**src/rtl/pipe_ctrl_if.sv**
```systemverilog
// Pipeline control bus: stall requests and flush request in, stall vector and flush/redirect out.
interface pipe_ctrl_if;
    logic        stallreq_from_if;
    logic        stallreq_from_id;
    logic        stallreq_from_ex;
    logic        stallreq_from_mem;
    logic        flush_req_i;
    logic [31:0] flush_pc_i;
    logic [5:0]  stall;
    logic        flush;
    logic [31:0] new_pc;

    modport master (
        output stallreq_from_if, stallreq_from_id, stallreq_from_ex, stallreq_from_mem,
        output flush_req_i, flush_pc_i,
        input  stall, flush, new_pc
    );

    modport slave (
        input  stallreq_from_if, stallreq_from_id, stallreq_from_ex, stallreq_from_mem,
        input  flush_req_i, flush_pc_i,
        output stall, flush, new_pc
    );
endinterface

```
**src/rtl/pipe_ctrl.sv**
```systemverilog
// Pipeline stall merge, flush sequencing and stall watchdog for the six-stage core.
// Optional performance counters are built when PIPE_CTRL_PERF_EN is defined.
module pipe_ctrl #(
    parameter int unsigned STALL_TIMEOUT = 1024
) (
    input  logic              clk,
    input  logic              rst,
    pipe_ctrl_if.slave        bus,
    output logic              stall_timeout_o,
    output logic [31:0]       stall_cycles_o,
    output logic [15:0]       flush_count_o
);

    typedef enum logic [1:0] {
        RUN   = 2'd0,
        PEND  = 2'd1,
        FLUSH = 2'd2
    } state_t;

    localparam logic [15:0] TIMEOUT_W = 16'(STALL_TIMEOUT);

    state_t      state_q, state_d;
    logic [31:0] pend_pc_q, pend_pc_d;
    logic [15:0] wd_cnt_q, wd_cnt_d;
    logic        timeout_q, timeout_d;

    logic [5:0]  stall_c;
    logic        flush_c;
    logic [31:0] new_pc_c;

    always_ff @(posedge clk or posedge rst) begin
        if (rst) begin
            state_q   <= RUN;
            pend_pc_q <= '0;
            wd_cnt_q  <= '0;
            timeout_q <= 1'b0;
        end else begin
            state_q   <= state_d;
            pend_pc_q <= pend_pc_d;
            wd_cnt_q  <= wd_cnt_d;
            timeout_q <= timeout_d;
        end
    end

    always_comb begin
        state_d   = state_q;
        pend_pc_d = pend_pc_q;
        stall_c   = '0;
        flush_c   = 1'b0;
        new_pc_c  = '0;
        unique case (state_q)
            RUN: begin
                if (bus.flush_req_i) begin
                    pend_pc_d = bus.flush_pc_i;
                    stall_c   = '1;
                    state_d   = bus.stallreq_from_mem ? PEND : FLUSH;
                end else if (bus.stallreq_from_mem) begin
                    stall_c = 6'b011111;
                end else if (bus.stallreq_from_ex) begin
                    stall_c = 6'b001111;
                end else if (bus.stallreq_from_id) begin
                    stall_c = 6'b000111;
                end else if (bus.stallreq_from_if) begin
                    stall_c = 6'b000011;
                end
            end
            PEND: begin
                // Freeze everything until the data bus transaction completes.
                stall_c = '1;
                if (!bus.stallreq_from_mem) begin
                    state_d = FLUSH;
                end
            end
            FLUSH: begin
                flush_c  = 1'b1;
                new_pc_c = pend_pc_q;
                state_d  = RUN;
            end
            default: state_d = RUN;
        endcase
    end

    always_comb begin
        wd_cnt_d  = '0;
        timeout_d = timeout_q | (wd_cnt_q >= TIMEOUT_W);
        if (stall_c != '0) begin
            wd_cnt_d = (wd_cnt_q == '1) ? wd_cnt_q : wd_cnt_q + 16'd1;
        end
    end

    // Stall is combinational from the requests, so force it quiet while reset is held.
    assign bus.stall       = rst ? '0 : stall_c;
    assign bus.flush       = flush_c;
    assign bus.new_pc      = new_pc_c;
    assign stall_timeout_o = timeout_q;

`ifdef PIPE_CTRL_PERF_EN
    logic [31:0] stall_cycles_q, stall_cycles_d;
    logic [15:0] flush_count_q, flush_count_d;

    always_ff @(posedge clk or posedge rst) begin
        if (rst) begin
            stall_cycles_q <= '0;
            flush_count_q  <= '0;
        end else begin
            stall_cycles_q <= stall_cycles_d;
            flush_count_q  <= flush_count_d;
        end
    end

    always_comb begin
        stall_cycles_d = stall_cycles_q;
        flush_count_d  = flush_count_q;
        if ((stall_c != '0) && (stall_cycles_q != '1)) begin
            stall_cycles_d = stall_cycles_q + 32'd1;
        end
        if ((state_q == FLUSH) && (flush_count_q != '1)) begin
            flush_count_d = flush_count_q + 16'd1;
        end
    end

    assign stall_cycles_o = stall_cycles_q;
    assign flush_count_o  = flush_count_q;
`else
    assign stall_cycles_o = '0;
    assign flush_count_o  = '0;
`endif

endmodule

```
**src/flat_wrapper.sv**
```systemverilog
// flat-port wrapper written by rule: the top's interface ports become plain ports
module pipe_ctrl_flat 
#(
    parameter int unsigned STALL_TIMEOUT = 1024
)
  (clk, rst, stall_timeout_o, stall_cycles_o, flush_count_o, bus_stallreq_from_if, bus_stallreq_from_id, bus_stallreq_from_ex, bus_stallreq_from_mem, bus_flush_req_i, bus_flush_pc_i, bus_stall, bus_flush, bus_new_pc);
  pipe_ctrl_if bus_i ();
  input  logic clk;
  input  logic rst;
  output logic stall_timeout_o;
  output logic [31:0] stall_cycles_o;
  output logic [15:0] flush_count_o;
  input wire logic [$bits(bus_i.stallreq_from_if)-1:0] bus_stallreq_from_if;
  input wire logic [$bits(bus_i.stallreq_from_id)-1:0] bus_stallreq_from_id;
  input wire logic [$bits(bus_i.stallreq_from_ex)-1:0] bus_stallreq_from_ex;
  input wire logic [$bits(bus_i.stallreq_from_mem)-1:0] bus_stallreq_from_mem;
  input wire logic [$bits(bus_i.flush_req_i)-1:0] bus_flush_req_i;
  input wire logic [$bits(bus_i.flush_pc_i)-1:0] bus_flush_pc_i;
  output wire logic [$bits(bus_i.stall)-1:0] bus_stall;
  output wire logic [$bits(bus_i.flush)-1:0] bus_flush;
  output wire logic [$bits(bus_i.new_pc)-1:0] bus_new_pc;
  assign bus_i.stallreq_from_if = bus_stallreq_from_if;
  assign bus_i.stallreq_from_id = bus_stallreq_from_id;
  assign bus_i.stallreq_from_ex = bus_stallreq_from_ex;
  assign bus_i.stallreq_from_mem = bus_stallreq_from_mem;
  assign bus_i.flush_req_i = bus_flush_req_i;
  assign bus_i.flush_pc_i = bus_flush_pc_i;
  assign bus_stall = bus_i.stall;
  assign bus_flush = bus_i.flush;
  assign bus_new_pc = bus_i.new_pc;
  pipe_ctrl #(.STALL_TIMEOUT(STALL_TIMEOUT)) u_core (.clk(clk), .rst(rst), .bus(bus_i), .stall_timeout_o(stall_timeout_o), .stall_cycles_o(stall_cycles_o), .flush_count_o(flush_count_o));
endmodule
```
**config.mk**
```make
export PLATFORM = sky130hd
export DESIGN_NAME = pipe_ctrl_flat
export DESIGN_NICKNAME = d
export VERILOG_FILES = /design/src/rtl/pipe_ctrl_if.sv /design/src/rtl/pipe_ctrl.sv /design/src/flat_wrapper.sv
export SDC_FILE = /design/constraint.sdc
export NUM_CORES = 1
export LEC_CHECK = 0
export CORE_ASPECT_RATIO = 0.7
export CORE_MARGIN = 3
export CORE_UTILIZATION = 45
export DETAILED_ROUTE_END_ITERATION = 10
export GPL_ROUTABILITY_DRIVEN = 0
export PLACE_DENSITY = 0.85
export SLEW_MARGIN = 20
export SYNTH_ARGS = -nofsm -noshare
export SYNTH_HDL_FRONTEND = slang
export SYNTH_SLANG_ARGS = --single-unit
```
**constraint.sdc**
```tcl
create_clock -name clk -period 3.2 [get_ports clk]
set_clock_uncertainty 0.1 [all_clocks]
set_input_delay 0.48 -clock clk [delete_from_list [all_inputs] [get_ports clk]]
set_output_delay 0.48 -clock clk [all_outputs]
set_load 0.01 [all_outputs]
```
==> metrics.txt, run 1 <==
# TYPE chip_impl_metric gauge
chip_impl_metric{name="synth-seq-area-share",unit="%"} 44.70
chip_impl_metric{name="final_min_period_over_clock_period",unit="%"} 84.74
chip_impl_metric{name="die_area",unit="sq mm"} 0.007352
chip_impl_info{name="most-common-layout-cells",value="clkdlybuf4s50_1 (78), dfrtp_1 (51), conb_1 (48)"} 1
chip_impl_metric{name="drv_cap",unit=""} 0
chip_impl_metric{name="worst-path-max-fanout",unit=""} 5
chip_impl_metric{name="post_synth_inst_count",unit=""} 273
chip_impl_info{name="rsz0062_at_grt",value="no"} 1
chip_impl_metric{name="total_number_of_h_tree_levels",unit=""} 2
chip_impl_metric{name="max-clock-path-buffers",unit=""} 2
chip_impl_info{name="start_kind",value="input pin"} 1
chip_impl_metric{name="layout_min_cycle_time",unit="ns"} 2.712
chip_impl_metric{name="cp.arrival",unit="ns"} 2.13
chip_impl_metric{name="route.vias.total",unit=""} 2116
chip_impl_metric{name="postPlaceCellArea",unit="sq mm"} 0.003548
chip_impl_metric{name="synth.cell_area",unit="sq mm"} 0.002855
chip_impl_metric{name="final_antenna_net_count",unit=""} 0
chip_impl_metric{name="syn_area_per_cell",unit="sq um"} 10.46
chip_impl_metric{name="grt_antenna_before_repair",unit=""} 0
chip_impl_metric{name="post-dp-hpwl",unit="um"} 4532
chip_impl_metric{name="num_rows",unit=""} 23
chip_impl_metric{name="drtIter0Drc",unit=""} 113
chip_impl_metric{name="report.final.slew_viol_count",unit=""} 0
chip_impl_info{name="crit_type",value="input pin to output pin"} 1
chip_impl_metric{name="cts.hold.buffers_added",unit=""} 0
chip_impl_metric{name="clkSlewWorstSetupHoldPaths",unit="ns"} 0.09
chip_impl_metric{name="grt.total_usage",unit="%"} 17.31
chip_impl_metric{name="floorplan.initialDensity",unit="%"} 48.16
chip_impl_metric{name="power.internal",unit="mW"} 1.136
chip_impl_metric{name="required",unit="ns"} 2.62
chip_impl_metric{name="skew_pair_late_insertion_delay",unit="ns"} 0.30
chip_impl_metric{name="fin_area",unit="sq mm"} 0.003643
chip_impl_metric{name="power_frac_clock",unit="%"} 24.7
chip_impl_metric{name="cts_bufs_inserted",unit=""} 5
chip_impl_metric{name="combinationalPowerShare",unit="%"} 23.9
chip_impl_metric{name="route.detailed.drc",unit=""} 0
chip_impl_metric{name="ctsResizeCount",unit=""} 0
chip_impl_metric{name="floorplan.die.height",unit="um"} 72.65
chip_impl_metric{name="leakagePower",unit="nW"} 1.534
chip_impl_metric{name="design.final.nets",unit=""} 394
chip_impl_metric{name="drt-vias-per-instance",unit=""} 4.932
chip_impl_metric{name="wirelength",unit="um"} 6079
chip_impl_metric{name="power_frac_seq",unit="%"} 51.4
chip_impl_metric{name="grt_overflow",unit=""} 0
chip_impl_metric{name="total_power",unit="mW"} 1.580
chip_impl_metric{name="cts_num_sinks",unit=""} 51
chip_impl_metric{name="p_sw",unit="mW"} 0.4441
chip_impl_metric{name="yosysUniqueCellTypes",unit=""} 38
chip_impl_metric{name="vdd_ir_drop_max",unit="V"} 0.0002216
chip_impl_metric{name="timing.final.ws_setup",unit="ns"} 0.4883
chip_impl_metric{name="io-pin-count",unit=""} 127
chip_impl_metric{name="timing_hold_violations_final",unit=""} 0
chip_impl_info{name="layout.cells.most_common",value="clkdlybuf4s50_1"} 1
chip_impl_metric{name="layout_overhead_on_the_synthesized_area",unit="%"} 27.61
chip_impl_metric{name="power-per-cell-area",unit="mW/mm^2"} 433.5
chip_impl_metric{name="drive_above_1_share",unit="%"} 15.25
chip_impl_info{name="min-delay-path-class",value="register to register"} 1
chip_impl_metric{name="worst_slack_after_detailed_placement",unit="ns"} 0.4691
chip_impl_metric{name="core-area",unit="sq mm"} 0.005928
chip_impl_metric{name="wl_per_cell",unit="um"} 14.17
chip_impl_metric{name="switching_share",unit="%"} 28.11
chip_impl_metric{name="drt_first_pass_iters",unit=""} 4
chip_impl_info{name="result_of_the_run",value="complete, no violations"} 1
chip_impl_metric{name="yosys_register_bits",unit=""} 51
chip_impl_metric{name="setup-violations-final",unit=""} 0
chip_impl_metric{name="max_clock_freq",unit="MHz"} 368.8
chip_impl_metric{name="ys_warn_count",unit=""} 0
chip_impl_metric{name="number_of_buffers_inserted_by_port_buffering",unit=""} 78
chip_impl_info{name="cts.root.buffer_cell",value="clkbuf_8"} 1
chip_impl_info{name="endpoint_kind_of_the_worst_setup_timing_path",value="output pin"} 1
chip_impl_metric{name="finalSetupTns",unit="ns"} 0
chip_impl_metric{name="vias_in_the_first_global_route",unit=""} 2103
chip_impl_info{name="cts_tree",value="done"} 1
chip_impl_metric{name="num_antenna_cells",unit=""} 0
chip_impl_metric{name="grt_start_max_net_pins",unit=""} 34
chip_impl_metric{name="maxSlewHeadroom",unit="%"} 42.73
chip_impl_metric{name="timing_worst_slew_pin_value",unit="ns"} 0.8513
chip_impl_metric{name="grt_first_pass_wirelength",unit="um"} 10040
chip_impl_metric{name="die_w",unit="um"} 101.2
chip_impl_metric{name="post_cts_buffers",unit=""} 0
-- cell type report --
cell class,instances,area (sq um)
Timing Repair Buffer,83,818.3
Tap cell,75,93.84
Inverter,6,22.52
Fill cell,511,2285
Sequential cell,51,1276
Clock buffer,7,86.33
Multi-Input combinational cell,206,1338
Clock inverter,1,8.758
-- cells by family (layout without fill, tap and decap cells) --
kind of cell | count (synthesis) | after routing | synth area share [%]
other | 1 | 48 | 0.1313
AOI/OAI and AO/OA | 32 | 32 | 7.099
muxes | 34 | 34 | 13.32
DFF | 51 | 51 | 44.70
xor gates and xnor gates | 2 | 2 | 0.6136
and+or+nand+nor | 88 | 88 | 18.36
adders and majority gates | 2 | 2 | 0.8763
buffers and inverters | 63 | 97 | 14.90
-- sequential cells by signal (all words and copies together), names as in the netlist --
signal,count
u_core.pend_pc_q,32
u_core.wd_cnt_q,16
u_core.state_q,2
u_core.stall_timeout_o,1
-- worst max-delay path: stages --
cell,delay (ns)
clkdlybuf4s50_1,0.52
nor4_1,0.07
buf_4,0.16
a211oi_1,0.27
clkdlybuf4s50_1,0.63
-- path summary, 6_finish.rpt --
check | startpoint | to | slack, ns | depth (start not counted)
max | bus_stallreq_from_mem | bus_stall[1] | 0.49 | 5
min | u_core.stall_timeout_o$_DFF_PP0_ | u_core.stall_timeout_o$_DFF_PP0_ | 0.39 | 2
max reg2reg | u_core.wd_cnt_q[0]$_DFFE_PP0P_ | u_core.wd_cnt_q[7]$_DFFE_PP0P_ | 1.11 | 5
min reg2reg | u_core.stall_timeout_o$_DFF_PP0_ | u_core.stall_timeout_o$_DFF_PP0_ | 0.39 | 2
max in group asynchronous | rst | u_core.wd_cnt_q[9]$_DFFE_PP0P_ | 1.76 | 3
min in group asynchronous | rst | u_core.wd_cnt_q[1]$_DFFE_PP0P_ | 0.64 | 2
-- stage by stage --
stage,utilization (%),std cells,hold WS [ns]
6_report,61.46,429,0.3867
2_1_floorplan,-,320,0.3721
5_1_grt,61.46,429,0.4247
4_1_cts,61.46,429,0.3943
3_5_place_dp,59.86,421,0.3702
3_3_place_gp,59.86,421,0.3748
-- routing by layer --
| metal | track usage, % | wire, um |
|---|---|---|
| met5 | 0 | 0 |
| met2 | 27.61 | 2772 |
| met1 | 22.80 | 2706 |
| met3 | 5.158 | 532 |
| met4 | 5.605 | 68 |
-- cells in the mapped netlist --
cell type   n  share of area [%]
a2111o_1    1               0.39
a211oi_1    3               0.79
a21o_1      1               0.26
a21oi_1    12                2.1
a21oi_2     1               0.31
a31oi_1     2               0.44
and2_1     32                7.0
and3_1      3               0.66
buf_2       4               0.70
buf_4      49                 13
clkbuf_1    4               0.53
conb_1      1               0.13
dfrtp_1    51                 45
ha_1        2               0.88
inv_1       6               0.79
mux2_2     32                 13
mux2i_1     2               0.70
nand2_1    10                1.3
nand2b_1    1               0.22
nand3_1     8                1.4
nand4_1     1               0.22
nand4_4     1               0.74
nor2_1      5               0.66
nor2b_1     1               0.22
nor3_1     10                1.8
nor3b_1     2               0.53
nor4_1      4               0.88
o2111ai_1   1               0.31
o21ai_0     5               0.88
o31ai_1     5                1.3
o41ai_1     1               0.31
or2_0       1               0.22
or2_4       1               0.31
or3_2       3               0.79
or4_1       4                1.1
or4_4       1               0.39
xnor2_1     1               0.31
xor2_1      1               0.31
-- power groups by stage --
| stage | Sequential, mW | Clock, mW | Combinational, mW |
|---|---|---|---|
| 2_1_floorplan | 0.802 | 0 | 0.272 |
| 3_3_place_gp | 0.818 | 0 | 0.371 |
| 3_5_place_dp | 0.826 | 0 | 0.381 |
| 4_1_cts | 0.812 | 0.403 | 0.383 |
| 5_1_grt | 0.830 | 0.432 | 0.419 |
| 6_report | 0.812 | 0.390 | 0.377 |
(Power assumes the default switching activity.)
==> inputs of run 2 (changes only) <==
Settings changed: CORE_UTILIZATION 45 to 42, PLACE_DENSITY 0.85 to 0.8.
Clock period 3.2 ns to 2.6 ns, I/O delays scaled along.
==> run 2 against run 1 <==
Wire length is essentially flat. Flip-flop and latch count did not move. Total power is 30% higher. Final cell count rose by 4.2%. Core utilization decreased by 3.1 points. Largest power group unchanged. Highest routed layer unchanged.
==> metrics.txt, run 2 (synthesis gave the netlist of run 1 again) <==
# TYPE chip_impl_metric gauge
chip_impl_metric{name="cts_num_sinks",unit=""} 51
chip_impl_metric{name="grt_overflow",unit=""} 0
chip_impl_metric{name="max_clock_freq",unit="MHz"} 402.9
chip_impl_metric{name="grt_antenna_before_repair",unit=""} 0
chip_impl_metric{name="die_area",unit="sq mm"} 0.007839
chip_impl_metric{name="timing.final.ws_setup",unit="ns"} 0.1177
chip_impl_metric{name="power-per-cell-area",unit="mW/mm^2"} 552.1
chip_impl_metric{name="floorplan.die.height",unit="um"} 74.99
chip_impl_metric{name="switching_share",unit="%"} 26.89
chip_impl_info{name="cts_tree",value="done"} 1
chip_impl_metric{name="skew_pair_late_insertion_delay",unit="ns"} 0.30
chip_impl_metric{name="power_frac_seq",unit="%"} 48.4
chip_impl_metric{name="instances_no_fill",unit=""} 447
chip_impl_info{name="cpMaxStageDelayCell",value="clkdlybuf4s50_1"} 1
chip_impl_metric{name="drtIter0Drc",unit=""} 165
chip_impl_metric{name="vias_in_the_first_global_route",unit=""} 2100
chip_impl_metric{name="grt_use_met1",unit="%"} 19.02
chip_impl_metric{name="post-dp-hpwl",unit="um"} 4597
chip_impl_metric{name="layout_overhead_on_the_synthesized_area",unit="%"} 30.63
chip_impl_metric{name="grt.total_usage",unit="%"} 15.24
chip_impl_metric{name="total_power",unit="mW"} 2.059
chip_impl_info{name="result_of_the_run",value="complete, no violations"} 1
chip_impl_metric{name="required",unit="ns"} 2.11
chip_impl_metric{name="cts_bufs_inserted",unit=""} 5
chip_impl_metric{name="post-route-util",unit="%"} 58.31
chip_impl_metric{name="fillers",unit=""} 574
chip_impl_metric{name="groute.layer.met3.usage",unit="%"} 4.713
chip_impl_metric{name="post_cts_buffers",unit=""} 0
chip_impl_metric{name="final_min_period_over_clock_period",unit="%"} 95.47
chip_impl_metric{name="setup-violations-final",unit=""} 0
chip_impl_metric{name="design.final.nets",unit=""} 396
chip_impl_metric{name="register_area",unit="sq mm"} 0.001276
chip_impl_metric{name="leakagePower",unit="nW"} 1.565
chip_impl_metric{name="grt_start_max_net_pins",unit=""} 52
chip_impl_metric{name="power.internal",unit="mW"} 1.505
chip_impl_metric{name="worst-path-max-fanout",unit=""} 5
chip_impl_metric{name="max-clock-path-buffers",unit=""} 2
chip_impl_info{name="globalRoute.busiestLayer",value="met2"} 1
chip_impl_metric{name="clkSlewWorstSetupHoldPaths",unit="ns"} 0.09
chip_impl_info{name="crit_type",value="input pin to output pin"} 1
chip_impl_metric{name="num_antenna_cells",unit=""} 0
chip_impl_metric{name="timing_hold_violations_final",unit=""} 0
chip_impl_metric{name="global_routing_usage_on_met2",unit="%"} 27.11
chip_impl_info{name="min-delay-path-class",value="register to register"} 1
chip_impl_metric{name="largest_register_ff_count",unit=""} 32
chip_impl_metric{name="number_of_buffers_inserted_by_port_buffering",unit=""} 78
chip_impl_metric{name="crit_path_max_incr_delay",unit="ns"} 0.60
chip_impl_info{name="start_kind",value="input pin"} 1
chip_impl_metric{name="wirelength",unit="um"} 6080
chip_impl_info{name="layout.cells.most_common",value="clkdlybuf4s50_1"} 1
chip_impl_metric{name="worst-path-buf-inv",unit=""} 3
chip_impl_metric{name="floorplan.initialDensity",unit="%"} 44.64
chip_impl_metric{name="core-area",unit="sq mm"} 0.006396
chip_impl_metric{name="setup.reg_to_reg.worst_slack",unit="ns"} 0.49
chip_impl_metric{name="drt_first_pass_iters",unit=""} 4
chip_impl_metric{name="timing_worst_slew_pin_value",unit="ns"} 0.8994
chip_impl_metric{name="drt-vias-per-instance",unit=""} 4.846
chip_impl_metric{name="die_w",unit="um"} 104.5
chip_impl_metric{name="num_rows",unit=""} 24
chip_impl_metric{name="cp.arrival",unit="ns"} 1.99
chip_impl_info{name="cts.root.buffer_cell",value="clkbuf_8"} 1
chip_impl_metric{name="drive_above_1_share",unit="%"} 16.01
chip_impl_metric{name="power_frac_clock",unit="%"} 28.4
chip_impl_info{name="cp_top_family",value="buffers and inverters"} 1
chip_impl_info{name="cp_cell_sequence",value="clkdlybuf4s50_1 -> nor4_1 -> buf_4 -> a211oi_1 -> clkdlybuf4s50_1"} 1
chip_impl_metric{name="post-place-cells",unit=""} 439
chip_impl_info{name="layout_top_registers",value="u_core.pend_pc_q x32, u_core.wd_cnt_q x16, u_core.state_q x2"} 1
chip_impl_metric{name="drv_cap",unit=""} 0
chip_impl_info{name="critical_path.most_common_cell",value="clkdlybuf4s50_1"} 1
chip_impl_metric{name="finalSetupTns",unit="ns"} 0
chip_impl_metric{name="vdd_ir_drop_max",unit="V"} 0.0002691
chip_impl_metric{name="route.vias.total",unit=""} 2166
chip_impl_metric{name="wl_per_cell",unit="um"} 13.60
chip_impl_metric{name="worst_slack_after_detailed_placement",unit="ns"} 0.1369
chip_impl_metric{name="grt_first_pass_wirelength",unit="um"} 9639
chip_impl_metric{name="cts.hold.buffers_added",unit=""} 0
chip_impl_metric{name="total_number_of_h_tree_levels",unit=""} 2
chip_impl_metric{name="ctsResizeCount",unit=""} 0
chip_impl_metric{name="layout_min_cycle_time",unit="ns"} 2.482
chip_impl_metric{name="route.detailed.drc",unit=""} 0
chip_impl_metric{name="multi_input_gate_area_in_the_final_layout",unit="sq mm"} 0.001338
chip_impl_metric{name="combinationalPowerShare",unit="%"} 23.3
chip_impl_metric{name="p_sw",unit="mW"} 0.5537
chip_impl_metric{name="final_antenna_net_count",unit=""} 0
chip_impl_info{name="rsz0062_at_grt",value="no"} 1
chip_impl_info{name="endpoint_kind_of_the_worst_setup_timing_path",value="output pin"} 1
chip_impl_metric{name="maxSlewHeadroom",unit="%"} 39.49
chip_impl_info{name="most-common-layout-cells",value="clkdlybuf4s50_1 (78), dfrtp_1 (51), conb_1 (48)"} 1
chip_impl_metric{name="io-pin-count",unit=""} 127
chip_impl_metric{name="report.final.slew_viol_count",unit=""} 0
chip_impl_info{name="max_flop_register",value="u_core.pend_pc_q"} 1
-- run 2: path summary, 6_finish.rpt --
path | start | endpoint | cells after the start
max | bus_flush_req_i | bus_stall[1] | 5
min | u_core.pend_pc_q[25]$_DFFE_PP0P_ | u_core.pend_pc_q[25]$_DFFE_PP0P_ | 1
max reg2reg | u_core.wd_cnt_q[1]$_DFFE_PP0P_ | u_core.wd_cnt_q[9]$_DFFE_PP0P_ | 5
min reg2reg | u_core.pend_pc_q[25]$_DFFE_PP0P_ | u_core.pend_pc_q[25]$_DFFE_PP0P_ | 1
max in group asynchronous | rst | u_core.pend_pc_q[18]$_DFFE_PP0P_ | 3
min in group asynchronous | rst | u_core.state_q[1]$_DFFE_PP0P_ | 3
-- run 2: area by class of cell --
| type | instances | area share [%] |
|---|---|---|
| Multi-Input combinational cell | 206 | 35.86 |
| Tap cell | 91 | 3.053 |
| Clock buffer | 6 | 2.214 |
| Clock inverter | 2 | 1.040 |
| Sequential cell | 51 | 34.22 |
| Timing Repair Buffer | 85 | 23.01 |
| Inverter | 6 | 0.6038 |
-- run 2: power groups by stage --
stage	Combinational, mW	Sequential, mW	Clock (mW)
finish	0.479	0.996	0.584
CTS	0.486	0.996	0.604
floorplan	0.335	0.988	0
detailed placement	0.484	1.01	0
global route	0.533	1.01	0.637
global placement	0.469	1.00	0
-- run 2: through the flow --
step	hold WS, ns	cell area, sq um
after global placement	0.3800	3608
after floorplan	0.3608	3032
after global routing	0.4166	3730
after CTS	0.4098	3730
final	0.4020	3730
after detailed placement	0.3853	3608
-- run 2: metal layers --
metal | vias up | wire length (um)
met2 | 102 | 2961
met1 | 1051 | 2575
met4 | 0 | 28
li1 | 1011 | -
met3 | 2 | 514
met5 | - | 0
==> inputs of run 3 (changes only) <==
Settings changed: ABC_AREA set to 1, CORE_UTILIZATION 42 to 43, PLACE_DENSITY 0.8 to 0.81.
==> run 3 against run 2 <==
Die area increased by 1.9%. Final cell count up 22%. Clock-buffer cell count is 1 lower. Clock power fell by 9.4%. Global-route usage is 0.31 points lower. Sequential power down 2.3%. Wire length down 0.74%. Critical path depth unchanged. Via count grew 9.8%. Worst hold slack worse by 0.045 ns. Worst setup slack gained 0.11 ns. Flip-flop and latch count is the same. Critical path type is now register to output pin. Critical endpoint is now bus_new_pc[27]. Largest cell class is now registers. Largest power group unchanged. Highest routed layer unchanged.
==> metrics.txt, run 3 <==
# TYPE chip_impl_metric gauge
chip_impl_metric{name="worst_slack_after_detailed_placement",unit="ns"} 0.2498
chip_impl_metric{name="cp.arrival",unit="ns"} 1.88
chip_impl_metric{name="report.final.slew_viol_count",unit=""} 0
chip_impl_info{name="synth-main-ff-cell",value="dfrtp_1"} 1
chip_impl_info{name="min-delay-path-class",value="input pin to async pin"} 1
chip_impl_info{name="layout.cells.most_common",value="nor2_1"} 1
chip_impl_metric{name="drt_first_pass_iters",unit=""} 4
chip_impl_info{name="r2r-end",value="u_core.wd_cnt_q[5]$_DFFE_PP0P_"} 1
chip_impl_metric{name="die_w",unit="um"} 105.6
chip_impl_metric{name="drv_cap",unit=""} 0
chip_impl_info{name="synth_top_cells_by_area",value="dfrtp_1 (43%), buf_4 (13%), nor2_1 (10%), inv_1 (6.5%), a21oi_1 (5.5%)"} 1
chip_impl_metric{name="yosys.area.top_type_share",unit="%"} 42.79
chip_impl_metric{name="largest_register_ff_count",unit=""} 32
chip_impl_metric{name="final_min_period_over_clock_period",unit="%"} 91.19
chip_impl_info{name="max_flop_register",value="u_core.pend_pc_q"} 1
chip_impl_metric{name="synth.cell_area",unit="sq mm"} 0.002983
chip_impl_metric{name="power-per-cell-area",unit="mW/mm^2"} 538.7
chip_impl_metric{name="route.detailed.drc",unit=""} 0
chip_impl_info{name="synth.cells.most_frequent",value="nor2_1 (80), buf_4 (52), inv_1 (52), dfrtp_1 (51), nand2_1 (35)"} 1
chip_impl_metric{name="layout_min_cycle_time",unit="ns"} 2.371
chip_impl_metric{name="ys_async_sr_fraction",unit="%"} 100.0
chip_impl_metric{name="vdd_ir_drop_max",unit="V"} 0.0002323
chip_impl_metric{name="worst-path-max-fanout",unit=""} 32
chip_impl_metric{name="vias_in_the_first_global_route",unit=""} 2191
chip_impl_metric{name="grt_overflow",unit=""} 0
chip_impl_metric{name="num_rows",unit=""} 24
chip_impl_metric{name="timing.final.ws_setup",unit="ns"} 0.2292
chip_impl_metric{name="register_to_register_path_depth",unit=""} 7
chip_impl_metric{name="total_power",unit="mW"} 2.026
chip_impl_info{name="cts_tree",value="done"} 1
chip_impl_metric{name="number_of_buffers_inserted_by_port_buffering",unit=""} 78
chip_impl_metric{name="io-pin-count",unit=""} 127
chip_impl_info{name="synth.most_common_cell",value="nor2_1"} 1
chip_impl_metric{name="route.vias.total",unit=""} 2379
chip_impl_metric{name="fillers",unit=""} 590
chip_impl_info{name="cts.root.buffer_cell",value="clkbuf_8"} 1
chip_impl_metric{name="grt_start_max_net_pins",unit=""} 65
chip_impl_metric{name="drive_above_1_share",unit="%"} 8.571
chip_impl_metric{name="required",unit="ns"} 2.11
chip_impl_info{name="rsz0062_at_grt",value="no"} 1
chip_impl_metric{name="cts.hold.buffers_added",unit=""} 0
chip_impl_metric{name="timing_hold_violations_final",unit=""} 0
chip_impl_metric{name="grt_first_pass_wirelength",unit="um"} 9708
chip_impl_metric{name="skew_pair_late_insertion_delay",unit="ns"} 0.30
chip_impl_metric{name="floorplan.die.height",unit="um"} 75.69
chip_impl_info{name="start_kind",value="register"} 1
chip_impl_metric{name="yosys_register_bits",unit=""} 51
chip_impl_info{name="layout_top_registers",value="u_core.pend_pc_q x32, u_core.wd_cnt_q x16, u_core.state_q x2"} 1
chip_impl_metric{name="num_antenna_cells",unit=""} 0
chip_impl_metric{name="max-clock-path-buffers",unit=""} 2
chip_impl_info{name="yosysTopAreaCell",value="dfrtp_1"} 1
chip_impl_info{name="result_of_the_run",value="complete, no violations"} 1
chip_impl_info{name="regToRegStartpoint",value="u_core.wd_cnt_q[1]$_DFFE_PP0P_"} 1
chip_impl_metric{name="post_cts_buffers",unit=""} 0
chip_impl_metric{name="cts_num_sinks",unit=""} 51
chip_impl_metric{name="grt_antenna_before_repair",unit=""} 0
chip_impl_metric{name="max_clock_freq",unit="MHz"} 421.8
chip_impl_metric{name="yosysUniqueCellTypes",unit=""} 27
chip_impl_metric{name="wl_per_cell",unit="um"} 11.05
chip_impl_metric{name="grt.total_usage",unit="%"} 14.93
chip_impl_metric{name="post-dp-hpwl",unit="um"} 4655
chip_impl_metric{name="setup.reg_to_reg.worst_slack",unit="ns"} 0.94
chip_impl_metric{name="wirelength",unit="um"} 6035
chip_impl_metric{name="leakagePower",unit="nW"} 1.855
chip_impl_info{name="endpoint_kind_of_the_worst_setup_timing_path",value="output pin"} 1
chip_impl_metric{name="total_number_of_h_tree_levels",unit=""} 2
chip_impl_metric{name="post_synth_inst_count",unit=""} 381
chip_impl_metric{name="setup-violations-final",unit=""} 0
chip_impl_metric{name="ys_warn_count",unit=""} 0
chip_impl_metric{name="core-area",unit="sq mm"} 0.006456
chip_impl_metric{name="die_area",unit="sq mm"} 0.007989
chip_impl_metric{name="worst_hold_slack",unit="ns"} 0.3568
chip_impl_metric{name="synth-seq-area-share",unit="%"} 42.79
chip_impl_metric{name="cts_bufs_inserted",unit=""} 5
chip_impl_metric{name="finalSetupTns",unit="ns"} 0
chip_impl_metric{name="clkSlewWorstSetupHoldPaths",unit="ns"} 0.09
chip_impl_metric{name="layout_overhead_on_the_synthesized_area",unit="%"} 26.09
chip_impl_metric{name="drtIter0Drc",unit=""} 75
chip_impl_info{name="most-common-layout-cells",value="nor2_1 (80), clkdlybuf4s50_1 (78), inv_1 (51)"} 1
chip_impl_metric{name="post-route-util",unit="%"} 58.26
chip_impl_metric{name="synth_edf_count",unit=""} 0
chip_impl_metric{name="syn_area_per_cell",unit="sq um"} 7.829
chip_impl_info{name="crit_type",value="register to output pin"} 1
chip_impl_metric{name="floorplan.initialDensity",unit="%"} 46.20
chip_impl_metric{name="final_antenna_net_count",unit=""} 0
chip_impl_metric{name="design.final.nets",unit=""} 496
chip_impl_metric{name="drt-vias-per-instance",unit=""} 4.357
run 3: changes by cell type after synthesis, moves of 10 or more:
| cell | before | now |
|---|---|---|
| a21oi_1 | 12 | 33 |
| and2_1 | 32 | 0 |
| inv_1 | 6 | 52 |
| mux2_2 | 32 | 0 |
| nand2_1 | 10 | 35 |
| nand2_2 | 0 | 10 |
| nand3_1 | 8 | 20 |
| nor2_1 | 5 | 80 |
run 3: critical path: stages, from the launching register on:
cell	delay, ns
dfrtp_2	0.44
inv_1	0.09
nor2_2	0.16
inv_4	0.16
nor2_1	0.16
clkdlybuf4s50_1	0.56
run 3: repair_timing:
action / CTS / global route
gates resized for setup: 0 / 3
hold endpoints to repair: 0 / 0
endpoints found under the setup margin: 0 / 32
run 3: metrics by stage:
step / cell area (sq um) / cells
global placement: 3651 / 539
floorplan: 3159 / 428
CTS: 3757 / 546
finish: 3761 / 546
global route: 3761 / 546
detailed placement: 3651 / 539
run 3: power by group:
group	total, mW	switching [mW]	internal [mW]
combinational	0.524	0.283	0.241
sequential	0.973	0.0660	0.907
clock	0.529	0.248	0.281
total	2.03	0.597	1.43
run 3: kinds of logic (layout without fill, tap and decap cells):
| logic type | after synthesis | after routing | share of synthesized area, % |
|---|---|---|---|
| and+or+nand+nor | 166 | 166 | 25.50 |
| buffers and inverters | 114 | 141 | 21.64 |
| DFF | 51 | 51 | 42.79 |
| AOI/OAI and AO/OA | 42 | 42 | 7.634 |
| xor gates and xnor gates | 5 | 5 | 1.468 |
| adders and majority gates | 2 | 2 | 0.8388 |
| other | 1 | 48 | 0.1257 |
run 3: area by class of cell:
| cell class | count | area [sq um] | area share (%) |
|---|---|---|---|
| Inverter | 54 | 205.2 | 5.456 |
| Timing Repair Buffer | 80 | 820.8 | 21.82 |
| Clock inverter | 2 | 37.54 | 0.9980 |
| Sequential cell | 51 | 1277 | 33.97 |
| Multi-Input combinational cell | 263 | 1237 | 32.90 |
| Tap cell | 91 | 113.9 | 3.027 |
| Clock buffer | 5 | 68.82 | 1.830 |
run 3: layer usage:
metal / track usage [%] / vias to the layer above / wire length, um
li1: - / 1210 / -
met1: 19.48 / 1073 / 2754
met2: 24.65 / 90 / 2727
met3: 4.318 / 6 / 510
met4: 4.598 / 0 / 43
met5: 0 / - / 0
run 3: worst max path at each step:
stage,startpoint,endpoint,slack (ns),depth (start not counted)
2_1_floorplan,rst,u_core.pend_pc_q[0]$_DFFE_PP0P_,0.88,1
3_3_place_gp,bus_flush_req_i,bus_stall[0],0.30,6
3_5_place_dp,bus_flush_req_i,bus_stall[1],0.25,6
4_1_cts,u_core.state_q[1]$_DFFE_PP0P_,bus_new_pc[27],0.03,5
5_1_grt,u_core.state_q[1]$_DFFE_PP0P_,bus_new_pc[27],0.06,5
6_report,u_core.state_q[1]$_DFFE_PP0P_,bus_new_pc[27],0.23,5
